### config.mk
export PLATFORM = sky130hd
export DESIGN_NAME = lc3_debug_display
export DESIGN_NICKNAME = d
export VERILOG_FILES = /design/src/rtl/lc3_debug_display.sv
export SDC_FILE = /design/constraint.sdc
export NUM_CORES = 1
export LEC_CHECK = 0
export CAP_MARGIN = 20
export CORE_MARGIN = 8
export CORE_UTILIZATION = 44
export DETAILED_ROUTE_END_ITERATION = 8
export PLACE_DENSITY = 0.8
export SYNTH_ARGS = -nofsm -noshare
export SYNTH_HDL_FRONTEND = slang
export SYNTH_SLANG_ARGS = --single-unit
### constraint.sdc
create_clock -name clk_0 -period 3.7 [get_ports clk_0]
set_input_delay 0.74 -clock clk_0 [delete_from_list [all_inputs] [get_ports clk_0]]
set_output_delay 0.74 -clock clk_0 [all_outputs]
set_load 0.05 [all_outputs]
### src/rtl/lc3_debug_display.sv
// -----------------------------------------------------------------------------
// lc3_debug_display
//
// Debug-display back end for the LC-3 board build. This block owns the
// front-panel button and steps a source selector through R0-R7, PC, MAR, MDR
// and IR. The core's register-view mux takes that selector and returns the
// value of the chosen source. This block shows that value as four hex digits
// on a multiplexed seven-segment display. The status LEDs mirror the selector.
//
// Parameters:
//   SCAN_DIV         clk_0 cycles per displayed digit (>= 2)
//   DEBOUNCE_CYCLES  cycles of stable synchronized high needed to accept a press (>= 1)
//   NUM_SRC          number of selectable sources, codes 0..NUM_SRC-1
//
// Ports:
//   clk_0                in   sole clock
//   rst                  in   asynchronous, active-low reset
//   btn                  in   raw asynchronous button, high = pressed
//   view_value[15:0]     in   value of source view_sel; valid one cycle after view_sel changes
//   view_sel[3:0]        out  source code: 0-7 R0-R7, 8 PC, 9 MAR, 10 MDR, 11 IR
//   seg_output_single    out  active-low segments {dp,g,f,e,d,c,b,a}
//   seg_output_sequence  out  active-low digit enables, bit 0 = least-significant digit
//   led_output[3:0]      out  copy of view_sel
// -----------------------------------------------------------------------------
module lc3_debug_display #(
    parameter int SCAN_DIV        = 2,
    parameter int DEBOUNCE_CYCLES = 4,
    parameter int NUM_SRC         = 12
) (
    input  logic        clk_0,
    input  logic        rst,
    input  logic        btn,
    input  logic [15:0] view_value,
    output logic [3:0]  view_sel,
    output logic [7:0]  seg_output_single,
    output logic [3:0]  seg_output_sequence,
    output logic [3:0]  led_output
);

    localparam int DIV_W = (SCAN_DIV > 2) ? $clog2(SCAN_DIV) : 1;
    localparam int DB_W  = (DEBOUNCE_CYCLES > 1) ? $clog2(DEBOUNCE_CYCLES + 1) : 1;

    localparam logic [DIV_W-1:0] DIV_LAST = DIV_W'(SCAN_DIV - 1);
    localparam logic [DB_W-1:0]  DB_MAX   = DB_W'(DEBOUNCE_CYCLES);
    localparam logic [3:0]       SRC_LAST = 4'(NUM_SRC - 1);

    typedef enum logic [1:0] {
        DIG0 = 2'd0,
        DIG1 = 2'd1,
        DIG2 = 2'd2,
        DIG3 = 2'd3
    } digit_e;

    // Hex digit to active-low segments. The dp bit is left off (1) here.
    function automatic logic [7:0] hex_to_seg(input logic [3:0] h);
        logic [7:0] s;
        case (h)
            4'h0: s = 8'hC0;
            4'h1: s = 8'hF9;
            4'h2: s = 8'hA4;
            4'h3: s = 8'hB0;
            4'h4: s = 8'h99;
            4'h5: s = 8'h92;
            4'h6: s = 8'h82;
            4'h7: s = 8'hF8;
            4'h8: s = 8'h80;
            4'h9: s = 8'h90;
            4'hA: s = 8'h88;
            4'hB: s = 8'h83;
            4'hC: s = 8'hC6;
            4'hD: s = 8'hA1;
            4'hE: s = 8'h86;
            4'hF: s = 8'h8E;
        endcase
        return s;
    endfunction

    // ------------------------------------------------------------------
    // Button path: synchronizer, saturating stable counter, edge detect
    // ------------------------------------------------------------------
    logic [1:0]      r_sync;
    logic [DB_W-1:0] r_stable_cnt;
    logic            r_btn_d_q;
    logic            w_btn_s;
    logic            w_btn_d;
    logic            w_step;

    assign w_btn_s = r_sync[1];
    assign w_btn_d = (r_stable_cnt == DB_MAX);
    // The step is taken on the rising edge of the debounced level only, so
    // a held button steps once and the release never steps.
    assign w_step  = w_btn_d & ~r_btn_d_q;

    // NOTE: sequential state uses non-blocking assignments so every flop
    // samples pre-edge values. Asynchronous reset goes in the sensitivity list.
    always_ff @(posedge clk_0 or negedge rst) begin
        if (!rst) begin
            r_sync       <= 2'b00;
            r_stable_cnt <= '0;
            r_btn_d_q    <= 1'b0;
        end else begin
            r_sync    <= {r_sync[0], btn};
            r_btn_d_q <= w_btn_d;
            if (!w_btn_s)
                r_stable_cnt <= '0;
            else if (r_stable_cnt != DB_MAX)
                r_stable_cnt <= r_stable_cnt + 1'b1;
        end
    end

    // ------------------------------------------------------------------
    // Selector and step-delay pipe for the snapshot reload
    // ------------------------------------------------------------------
    logic [3:0] r_view_sel;
    logic [3:0] w_view_sel_next;
    logic [1:0] r_step_dly;

    always_comb begin
        w_view_sel_next = r_view_sel;
        if (w_step)
            w_view_sel_next = (r_view_sel == SRC_LAST) ? 4'd0 : r_view_sel + 4'd1;
    end

    always_ff @(posedge clk_0 or negedge rst) begin
        if (!rst) begin
            r_view_sel <= 4'd0;
            r_step_dly <= 2'b00;
        end else begin
            r_view_sel <= w_view_sel_next;
            r_step_dly <= {r_step_dly[0], w_step};
        end
    end

    // ------------------------------------------------------------------
    // Scan divider and digit FSM
    // ------------------------------------------------------------------
    logic [DIV_W-1:0] r_div;
    logic             w_tick;
    digit_e           r_state;
    digit_e           w_state_next;

    assign w_tick = (r_div == DIV_LAST);

    always_ff @(posedge clk_0 or negedge rst) begin
        if (!rst)
            r_div <= '0;
        else
            r_div <= w_tick ? '0 : r_div + 1'b1;
    end

    always_ff @(posedge clk_0 or negedge rst) begin
        if (!rst)
            r_state <= DIG3;
        else
            r_state <= w_state_next;
    end

    // NOTE: every signal driven in an always_comb gets a default assignment
    // first. This keeps the logic combinational and prevents latches.
    always_comb begin
        w_state_next = r_state;
        if (w_tick) begin
            case (r_state)
                DIG0: w_state_next = DIG1;
                DIG1: w_state_next = DIG2;
                DIG2: w_state_next = DIG3;
                DIG3: w_state_next = DIG0;
            endcase
        end
    end

    // ------------------------------------------------------------------
    // Snapshot: reload on every digit-0 entry and two cycles after a step
    // ------------------------------------------------------------------
    logic [15:0] r_snap;
    logic [15:0] w_snap_next;
    logic        w_enter_dig0;

    assign w_enter_dig0 = w_tick && (r_state == DIG3);
    assign w_snap_next  = (w_enter_dig0 || r_step_dly[1]) ? view_value : r_snap;

    always_ff @(posedge clk_0 or negedge rst) begin
        if (!rst)
            r_snap <= 16'h0000;
        else
            r_snap <= w_snap_next;
    end

    // ------------------------------------------------------------------
    // Registered display outputs. Each output is computed from the next
    // state, snapshot and selector. This way digit enable and segment data
    // change on the same edge as the FSM. The display stays blank until the
    // first scan transition after reset.
    // ------------------------------------------------------------------
    logic       r_blank;
    logic       w_blank_next;
    logic [3:0] w_nibble;
    logic [7:0] w_seg_next;
    logic [3:0] w_seq_next;
    logic [7:0] r_seg;
    logic [3:0] r_seq;

    assign w_blank_next = r_blank & ~w_tick;

    always_comb begin
        w_nibble = w_snap_next[3:0];
        case (w_state_next)
            DIG0: w_nibble = w_snap_next[3:0];
            DIG1: w_nibble = w_snap_next[7:4];
            DIG2: w_nibble = w_snap_next[11:8];
            DIG3: w_nibble = w_snap_next[15:12];
        endcase
    end

    always_comb begin
        w_seg_next = 8'hFF;
        w_seq_next = 4'hF;
        if (!w_blank_next) begin
            w_seg_next = hex_to_seg(w_nibble);
            // The dp on the top digit marks a special register (PC/MAR/MDR/IR).
            if (w_state_next == DIG3 && w_view_sel_next >= 4'd8)
                w_seg_next[7] = 1'b0;
            w_seq_next = ~(4'b0001 << w_state_next);
        end
    end

    always_ff @(posedge clk_0 or negedge rst) begin
        if (!rst) begin
            r_blank <= 1'b1;
            r_seg   <= 8'hFF;
            r_seq   <= 4'hF;
        end else begin
            r_blank <= w_blank_next;
            r_seg   <= w_seg_next;
            r_seq   <= w_seq_next;
        end
    end

    assign view_sel            = r_view_sel;
    assign led_output          = r_view_sel;
    assign seg_output_single   = r_seg;
    assign seg_output_sequence = r_seq;

endmodule

==> flow_metrics.py, run 1 <==
metrics = {
    "grt": {
        "antenna_found_initial": 0,
        "grt_pass1_vias": 1500,
        "grt.total_usage_pct": 12.1,
        "grt_start_max_net_pins": 45,
        "grt_pass1_wl_mm": 7.03,
        "overflow": 0,
    },
    "sta": {
        "period_share_pct": 82.8,
        "setup_viol_count_final": 0,
        "clock_skew_ps": 6.18,
        "finalSetupTns_ps": 0,
        "slew_headroom_pct": 37.5,
        "fin_crit_ps": 3060,
        "whs_ps": 361,
        "achievable-frequency_ghz": 0.326,
        "hold_viol": 0,
        "drv_slew": 0,
        "worst_slew_pin_slew_ps": 938,
        "layout_setup_ws_ps": 635,
        "rsz0062_at_grt": "no",
    },
    "final_layout": {
        "syn_to_final_growth_pct": 22.8,
        "drive_gt1_share_pct": 21.0,
        "final_common_cell": "clkdlybuf4s50_1",
        "layout_common_cells": "clkdlybuf4s50_1 (37), dfrtp_1 (29), inv_1 (18)",
        "final_core_util_pct": 55.1,
        "layoutNonFillerInstCount": 268,
        "diodes": 0,
        "layout.nets": 244,
    },
    "cts": {
        "cts-resized-gates": 0,
        "cts-buffers-inserted": 5,
        "cts_tree": "yes",
        "post_cts_buffers": 0,
        "htree_levels": 2,
        "clockBufferDepth": 2,
        "clk_pin_slew_ps": 80,
        "cts_hold_buf": 0,
        "root_buffer": "clkbuf_8",
        "clock_sinks": 44,
        "clkLatencyLatePin_ps": 300,
    },
    "worst_setup_path": {
        "crit_type": "register to register",
        "critPathMaxFanout": 5,
        "required_ps": 3880,
        "cp.arrival_ps": 3250,
        "rrSetupSlack_ps": 640,
        "start_kind": "register",
        "cp-end-kind": "register",
    },
    "drt": {
        "viasPerCell": 5.24,
        "routed-via-count": 1404,
        "first_pass_iters": 4,
        "drt-initial-drc-count": 54,
        "wl_mm": 4.16,
        "wl_per_cell_um": 15.5,
        "drcViolationCount": 0,
        "drtAntennaViolNets": 0,
    },
    "placed_design": {
        "gp_congestion": 0.933,
        "pre_cts_slack_ps": 721,
        "port_buffers": 38,
        "place_inst": 260,
        "hpwl_mm": 3.08,
    },
    "power_and_ir_drop": {
        "power_density_mw_per_mm2": 499,
        "comb_power_share_pct": 31.3,
        "p_seq_share_pct": 44.2,
        "clkPwrFrac_pct": 24.4,
        "p_sw_share_pct": 34.7,
        "vdd_drop_max_mv": 0.459,
        "p_leak_nw": 1.17,
        "switching_power_uw": 445,
        "internal-power_uw": 838,
    },
    "yosys": {
        "yosysTopAreaCell": "dfrtp_1",
        "synth-main-ff-cell": "dfrtp_1",
        "syn_area_sq_mm": 0.00209,
        "ys_top_cells_by_area": "dfrtp_1 (35%), dfstp_2 (19%), ha_1 (7.2%)",
        "synth.top_cell.area_share_pct": 34.7,
        "syn-num-nets": 207,
        "ys_types": 45,
        "syn_inst": 176,
        "ys_seq_elements": 44,
        "yosysSeqAreaShare_pct": 53.5,
        "yosys_warnings": 0,
        "synth-edff-count": 0,
        "syn_area_per_cell_sq_um": 11.9,
        "synthArstFlopShare_pct": 100,
    },
    "floorplan": {
        "start_util_pct": 44.9,
        "die_w_um": 85.0,
        "io_pins": 39,
        "rows": 25,
        "core_area_sq_mm": 0.00466,
        "die_area_sq_mm": 0.00722,
        "fp.dieH_um": 85.0,
    },
    "run": {
        "max_cap_viol_count": 0,
    },
    "min_path": {
        "hp-class": "register to register",
    },
    "run_status": {
        "status": "finished, final reports clean",
    },
}
-- cells by family (layout without fill, tap and decap cells) --
logic type | after synthesis | after routing | synth area share [%]
multiplexers | 22 | 22 | 11.7
AND/OR/NAND/NOR | 34 | 34 | 7.59
adder cells (fa/ha/maj) | 12 | 12 | 7.17
AO/OA/AOI/OAI | 37 | 37 | 13.3
XOR/XNOR | 1 | 1 | 0.418
flip-flops | 44 | 44 | 53.5
buffers and inverters | 26 | 64 | 6.28
-- registers in the layout, indices dropped and copies added, names as in the netlist --
register and flops:
r_sync 2, r_btn_d_q 1, r_snap 16, r_stable_cnt 3, led_output 4, r_step_dly 2
r_div 1, seg_output_sequence 4, r_state 2, seg_output_single 8, r_blank 1
-- cell usage after synthesis, drive strengths merged, types with 3 or more instances --
library cell and instances:
o21ai 7, mux2i 8, inv 18, dfrtp 29, ha 12, buf 7
nand2b 3, o221ai 3, a31oi 3, dfstp 15, a21oi 6, nand2 16
mux2 14, nor2 6
-- per-stage QoR --
step / instance area [sq um] / power [mW]
after global placement: 2470 / 0.973
after global routing: 2570 / 1.35
after CTS: 2570 / 1.30
after detailed placement: 2470 / 0.981
after floorplan: 2090 / 0.863
final: 2570 / 1.28
-- critical path, cell delays in order, from the launching register on --
cell	delay (ps)
dfstp_2	570
inv_1	110
ha_1	220
or2_1	280
o22ai_1	330
a222oi_1	200
a21oi_2	280
inv_1	140
ha_1	330
nor2_1	50
a2111oi_0	350
a41oi_1	80
-- final timing paths --
kind / from / end / cells past startpoint
max: r_state[0]$_DFF_PN1_ / seg_output_single[3]$_DFF_PN1_ / 11
min: r_sync[0]$_DFF_PN0_ / r_sync[1]$_DFF_PN0_ / 0
max reg2reg: r_state[0]$_DFF_PN1_ / seg_output_single[3]$_DFF_PN1_ / 11
min reg2reg: r_sync[0]$_DFF_PN0_ / r_sync[1]$_DFF_PN0_ / 0
max in group asynchronous: rst / r_stable_cnt[1]$_DFFE_PN0P_ / 1
min in group asynchronous: rst / r_step_dly[1]$_DFF_PN0_ / 1
-- power groups by stage --
stage | logic, mW | clock network [mW] | registers, mW
after global placement | 0.397 | 0 | 0.576
after floorplan | 0.199 | 0 | 0.664
final | 0.402 | 0.314 | 0.568
after global routing | 0.432 | 0.344 | 0.574
after detailed placement | 0.404 | 0 | 0.577
after CTS | 0.407 | 0.322 | 0.569
-- routing by layer --
metal / GRT usage, % / part of all wire, %
met1: 14.3 / 45
met2: 19.5 / 47
met3: 3.86 / 6.2
met4: 5.83 / 1.8
met5: 0 / 0
-- final cells by class --
class                      count  area [sq um]
clock inverter                 2          15.0
tap                           54          67.6
multi-input combinational    106           842
sequential                    44          1120
inverter                      18          67.6
timing repair buffer          38           375
fill                         396          2090
clock buffer                   6          82.6
No activity file was read; power rests on OpenSTA's default activity.
==> run 2: changes to the inputs <==
--- a/config.mk
+++ b/config.mk
@@ -9,7 +9,7 @@
 export CORE_MARGIN = 8
 export CORE_UTILIZATION = 44
 export DETAILED_ROUTE_END_ITERATION = 8
-export PLACE_DENSITY = 0.8
+export PLACE_DENSITY = 0.83
 export SYNTH_ARGS = -nofsm -noshare
 export SYNTH_HDL_FRONTEND = slang
 export SYNTH_SLANG_ARGS = --single-unit
==> constraint.sdc (replaced) <==
create_clock -name clk_0 -period 2.8 [get_ports clk_0]
set_input_delay 0.56 -clock clk_0 [delete_from_list [all_inputs] [get_ports clk_0]]
set_output_delay 0.56 -clock clk_0 [all_outputs]
set_load 0.05 [all_outputs]
==> run 2 against run 1 <==
Compared with the run above: clock-buffer cell count is 2 higher; via count increased by 6.2%; final area increased by 5.7%; combinational power grew 39%; die area stayed put; worst setup slack lost 570 ps; routed wire length grew 9.5%; fmax rose by 12%; flip-flop and latch count unchanged; clock power increased by 20%; critical path type unchanged; largest cell class unchanged.
==> flow_metrics.py, run 2 (synthesis results as in run 1) <==
metrics = {
    "placed_design": {
        "hpwl_mm": 3.12,
        "port_buffers": 38,
        "gp_congestion": 0.895,
    },
    "cts": {
        "cts_tree": "yes",
        "cts-buffers-inserted": 5,
        "cts_hold_buf": 0,
        "clockBufferDepth": 2,
        "clk_pin_slew_ps": 80,
        "root_buffer": "clkbuf_8",
        "clock_sinks": 44,
        "htree_levels": 2,
        "clkLatencyLatePin_ps": 290,
    },
    "sta": {
        "worst_slew_pin_slew_ps": 934,
        "clock_skew_ps": 7.81,
        "hold_viol": 0,
        "whs_ps": 345,
        "drv_slew": 0,
        "period_share_pct": 97.6,
        "achievable-frequency_ghz": 0.366,
        "fin_crit_ps": 2730,
        "slew_headroom_pct": 37.8,
        "finalSetupTns_ps": 0,
        "setup_viol_count_final": 0,
    },
    "worst_setup_path": {
        "start_kind": "register",
        "timing.rr.start": "r_state[0]$_DFF_PN1_",
        "crit_type": "register to register",
        "cp-end-kind": "register",
        "critPathMaxFanout": 6,
        "cp.arrival_ps": 2920,
        "cp-startpoint": "r_state[0]$_DFF_PN1_",
        "rrSetupSlack_ps": 70,
        "reg2reg_to": "seg_output_single[3]$_DFF_PN1_",
        "endpoint": "seg_output_single[3]$_DFF_PN1_",
        "reg2regPathDepth": 10,
        "required_ps": 2980,
    },
    "grt": {
        "grt.total_usage_pct": 12.5,
        "overflow": 0,
        "grt_start_max_net_pins": 45,
        "grt_pass1_vias": 1519,
        "antenna_found_initial": 0,
        "grt_pass1_wl_mm": 7.13,
    },
    "final_layout": {
        "layout_common_cells": "clkdlybuf4s50_1 (37), dfrtp_1 (29), inv_1 (16), nand2_1 (16)",
        "final_core_util_pct": 58.3,
        "regMostFlops": "r_snap",
        "diodes": 0,
        "n_fill_cell": 379,
        "drive_gt1_share_pct": 30.1,
        "largest_reg_flops": 16,
        "final_common_cell": "clkdlybuf4s50_1",
        "syn_to_final_growth_pct": 29.8,
        "layout.nets": 259,
    },
    "floorplan": {
        "rows": 25,
        "io_pins": 39,
        "core_area_sq_mm": 0.00466,
        "start_util_pct": 44.9,
        "fp.dieH_um": 85.0,
        "die_w_um": 85.0,
        "die_area_sq_mm": 0.00722,
    },
    "drt": {
        "wl_mm": 4.55,
        "drcViolationCount": 0,
        "drtAntennaViolNets": 0,
        "first_pass_iters": 5,
        "viasPerCell": 5.27,
        "drt-initial-drc-count": 91,
        "wl_per_cell_um": 16.1,
        "routed-via-count": 1491,
    },
    "power_and_ir_drop": {
        "vdd_drop_max_mv": 0.639,
        "power_density_mw_per_mm2": 621,
        "p_leak_nw": 1.23,
    },
    "min_path": {
        "hp-class": "register to register",
    },
    "run": {
        "max_cap_viol_count": 0,
    },
    "run_status": {
        "status": "finished, final reports clean",
    },
}
-- run 2: area by class of cell --
type	instances	area [sq um]	share of cell area, %
Sequential cell	44	1120	41.2
Multi-Input combinational cell	106	895	32.9
Timing Repair Buffer	53	488	18.0
Clock buffer	8	80.1	2.95
Inverter	18	67.6	2.49
Tap cell	54	67.6	2.49
-- run 2: per-layer routing --
metal | part of all wire, % | track usage, % | up-vias | wire [um]
met5 | 0 | 0 | - | 0
met4 | 3.4 | 7.28 | 0 | 154
met3 | 6.0 | 4.83 | 16 | 271
met2 | 48 | 19.9 | 46 | 2190
met1 | 43 | 13.8 | 724 | 1940
li1 | - | - | 705 | -
-- run 2: critical path, stage by stage (launching register included) --
cell and delay, ps:
dfstp_2 590, inv_2 80, ha_1 220, or2_1 260
buf_4 160, mux2i_2 270, mux2i_1 310, buf_4 160
o21ai_2 100, a2111oi_2 390, a41oi_1 90
-- run 2: how the worst min path moves through the flow --
stage	from	endpoint	slack, ps	cells after the start
2_1_floorplan	rst	led_output[0]$_DFF_PN0_	260	0
3_3_place_gp	r_step_dly[0]$_DFF_PN0_	r_step_dly[1]$_DFF_PN0_	330	0
3_5_place_dp	r_step_dly[0]$_DFF_PN0_	r_step_dly[1]$_DFF_PN0_	340	0
4_1_cts	r_step_dly[0]$_DFF_PN0_	r_step_dly[1]$_DFF_PN0_	350	0
5_1_grt	r_step_dly[0]$_DFF_PN0_	r_step_dly[1]$_DFF_PN0_	360	0
6_report	r_step_dly[0]$_DFF_PN0_	r_step_dly[1]$_DFF_PN0_	350	0
-- run 2: repair_timing --
item / CTS / global route
endpoints found under the setup margin: 1 / 7
pin swaps: 0 / 5
buffers inserted: 0 / 7
gates resized for setup: 4 / 10
-- run 2: through the flow --
step	cells	setup slack (ps)	area, sq um	power, mW
final	283	68.4	2720	1.69
after global routing	283	-13.2	2720	1.78
after CTS	276	6.87	2630	1.69
after detailed placement	268	-77.4	2530	1.30
after global placement	268	78.6	2530	1.29
after floorplan	176	176	2090	1.14
-- run 2: where the power goes --
part           internal (mW)  switching (mW)  total [mW]
logic                  0.218           0.340       0.559
registers              0.709          0.0442       0.753
clock network          0.177           0.199       0.376
total                   1.10           0.584        1.69
==> run 3: changes to the inputs <==
--- a/config.mk
+++ b/config.mk
@@ -6,7 +6,8 @@
 export NUM_CORES = 1
 export LEC_CHECK = 0
 export CAP_MARGIN = 20
-export CORE_MARGIN = 8
+export CORE_ASPECT_RATIO = 1.5
+export CORE_MARGIN = 1
 export CORE_UTILIZATION = 44
 export DETAILED_ROUTE_END_ITERATION = 8
 export PLACE_DENSITY = 0.83
==> run 3 against run 2 <==
Compared with the run above: final area is the same; register-to-register slack gained 80 ps; power grew 4.8%; global-route usage grew 4.2 points; critical path type unchanged.
==> flow_metrics.py, run 3 (synthesis results as in run 1) <==
metrics = {
    "run_status": {
        "status": "finished, final reports clean",
    },
    "final_layout": {
        "layout_common_cells": "clkdlybuf4s50_1 (37), dfrtp_1 (29), inv_1 (17)",
        "final_core_util_pct": 59.8,
        "diodes": 0,
        "n_fill_cell": 365,
        "layoutNonFillerInstCount": 289,
        "largest_reg_flops": 16,
        "register_area_sq_mm": 0.00112,
        "layout.nets": 255,
        "syn_to_final_growth_pct": 29.8,
        "multi_input_area_sq_um": 885,
        "regMostFlops": "r_snap",
        "final_common_cell": "clkdlybuf4s50_1",
        "drive_gt1_share_pct": 28.0,
    },
    "grt": {
        "grt_pass1_vias": 1422,
        "grt_pass1_wl_mm": 6.13,
        "grt_start_max_net_pins": 45,
        "antenna_found_initial": 0,
        "overflow": 0,
        "grt.total_usage_pct": 16.6,
    },
    "sta": {
        "clock_skew_ps": 7.96,
        "achievable-frequency_ghz": 0.378,
        "slew_headroom_pct": 38.1,
        "period_share_pct": 94.5,
        "drv_slew": 0,
        "setup_viol_count_final": 0,
        "hold_viol": 0,
        "worst_slew_pin_slew_ps": 929,
        "fin_crit_ps": 2650,
    },
    "worst_setup_path": {
        "cpPeakStageDelay_ps": 590,
        "critPathMaxFanout": 5,
        "start_kind": "register",
        "crit_type": "register to register",
        "cp.arrival_ps": 2840,
        "path_buf_inv": 2,
        "rrSetupSlack_ps": 150,
        "cp-end-kind": "register",
        "critPathTopFamily": "compound AO/OA/AOI/OAI gates",
        "crit_slowest_cell": "dfstp_2",
        "crit_chain": "inv_2 > ha_1 > nand2_1 > o22ai_2 > a222oi_1 > a21oi_2 > buf_4 > ha_1 > a2111oi_2 > a41oi_1",
        "required_ps": 2990,
        "crit_top_cell": "ha_1",
    },
    "drt": {
        "wl_per_cell_um": 13.8,
        "first_pass_iters": 4,
        "wl_mm": 3.99,
        "viasPerCell": 5.06,
        "routed-via-count": 1463,
        "drcViolationCount": 0,
        "drtAntennaViolNets": 0,
        "drt-initial-drc-count": 43,
    },
    "cts": {
        "cts_tree": "yes",
        "clock_sinks": 44,
        "root_buffer": "clkbuf_8",
        "htree_levels": 2,
        "clk_pin_slew_ps": 80,
        "clkLatencyLatePin_ps": 300,
        "clockBufferDepth": 2,
        "cts-buffers-inserted": 5,
    },
    "placed_design": {
        "hpwl_mm": 2.78,
        "port_buffers": 38,
        "place_inst": 277,
        "gp_congestion": 0.792,
    },
    "power_and_ir_drop": {
        "power_density_mw_per_mm2": 651,
        "vdd_drop_max_mv": 0.550,
        "p_leak_nw": 1.24,
        "finalPower_mw": 1.77,
    },
    "floorplan": {
        "start_util_pct": 46.1,
        "rows": 30,
        "die_area_sq_mm": 0.00504,
        "die_w_um": 58.3,
        "io_pins": 39,
        "fp.dieH_um": 86.5,
        "core_area_sq_mm": 0.00454,
    },
    "run": {
        "max_cap_viol_count": 0,
    },
    "min_path": {
        "hp-class": "register to register",
    },
}
[run 3: what timing repair did]
| item | 4_1_cts | 5_1_grt |
|---|---|---|
| buffers inserted | 2 | 2 |
| endpoints found under the setup margin | 1 | 4 |
| endpoints found under the hold margin | 0 | 0 |
| hold buffers | 0 | 0 |
| resized for setup | 1 | 11 |
| pin swaps | 1 | 3 |
[run 3: final cells by class]
cell class              count  share of cell area [%]
flip-flops and latches     44                    41.2
multi-input cells         106                    32.6
repair buffers             49                    16.9
well taps                  64                    2.95
clock buffers               6                    2.67
inverters                  18                    2.49
clock inverters             2                    1.29
[run 3: worst paths after layout]
kind / from / depth (start not counted) / endpoint
worst max register to register: r_state[0]$_DFF_PN1_ / 10 / seg_output_single[3]$_DFF_PN1_
worst min-delay path: r_step_dly[0]$_DFF_PN0_ / 0 / r_step_dly[1]$_DFF_PN0_
max in group asynchronous: rst / 1 / led_output[2]$_DFF_PN0_
worst max-delay path: r_state[0]$_DFF_PN1_ / 10 / seg_output_single[3]$_DFF_PN1_
worst min register to register: r_step_dly[0]$_DFF_PN0_ / 0 / r_step_dly[1]$_DFF_PN0_
min in group asynchronous: rst / 1 / led_output[1]$_DFF_PN0_
[run 3: per-stage QoR]
step / instance area (sq um) / worst slack, ps / hold WS, ps / TNS (ps)
2_1_floorplan: 2090 / 176 / 264 / 0
3_3_place_gp: 2540 / 87.4 / 333 / 0
3_5_place_dp: 2540 / -9.50 / 335 / -9.50
4_1_cts: 2670 / 51.0 / 349 / 0
5_1_grt: 2720 / -24.7 / 359 / -31.7
6_report: 2720 / 153 / 346 / 0
[run 3: worst reg2reg max path: stages (launching register included)]
cell and delay [ps]:
dfstp_2 590, inv_2 90, ha_1 300, nand2_1 140
o22ai_2 100, a222oi_1 390, a21oi_2 130, buf_4 160
ha_1 250, a2111oi_2 320, a41oi_1 80
[run 3: power by group]
| part | total [mW] | switching [mW] | internal (mW) |
|---|---|---|---|
| logic | 0.543 | 0.332 | 0.210 |
| clock network | 0.475 | 0.210 | 0.265 |
| registers | 0.752 | 0.0437 | 0.709 |
| total | 1.77 | 0.586 | 1.18 |
[run 3: metal layers]
metal  GRT usage (%)  vias up  share of wire [%]
li1                -      700                  -
met1            16.0      719                 36
met2            31.5       34                 58
met3            4.03       10                3.0
met4            8.87        0                3.0
met5               0        -                  0
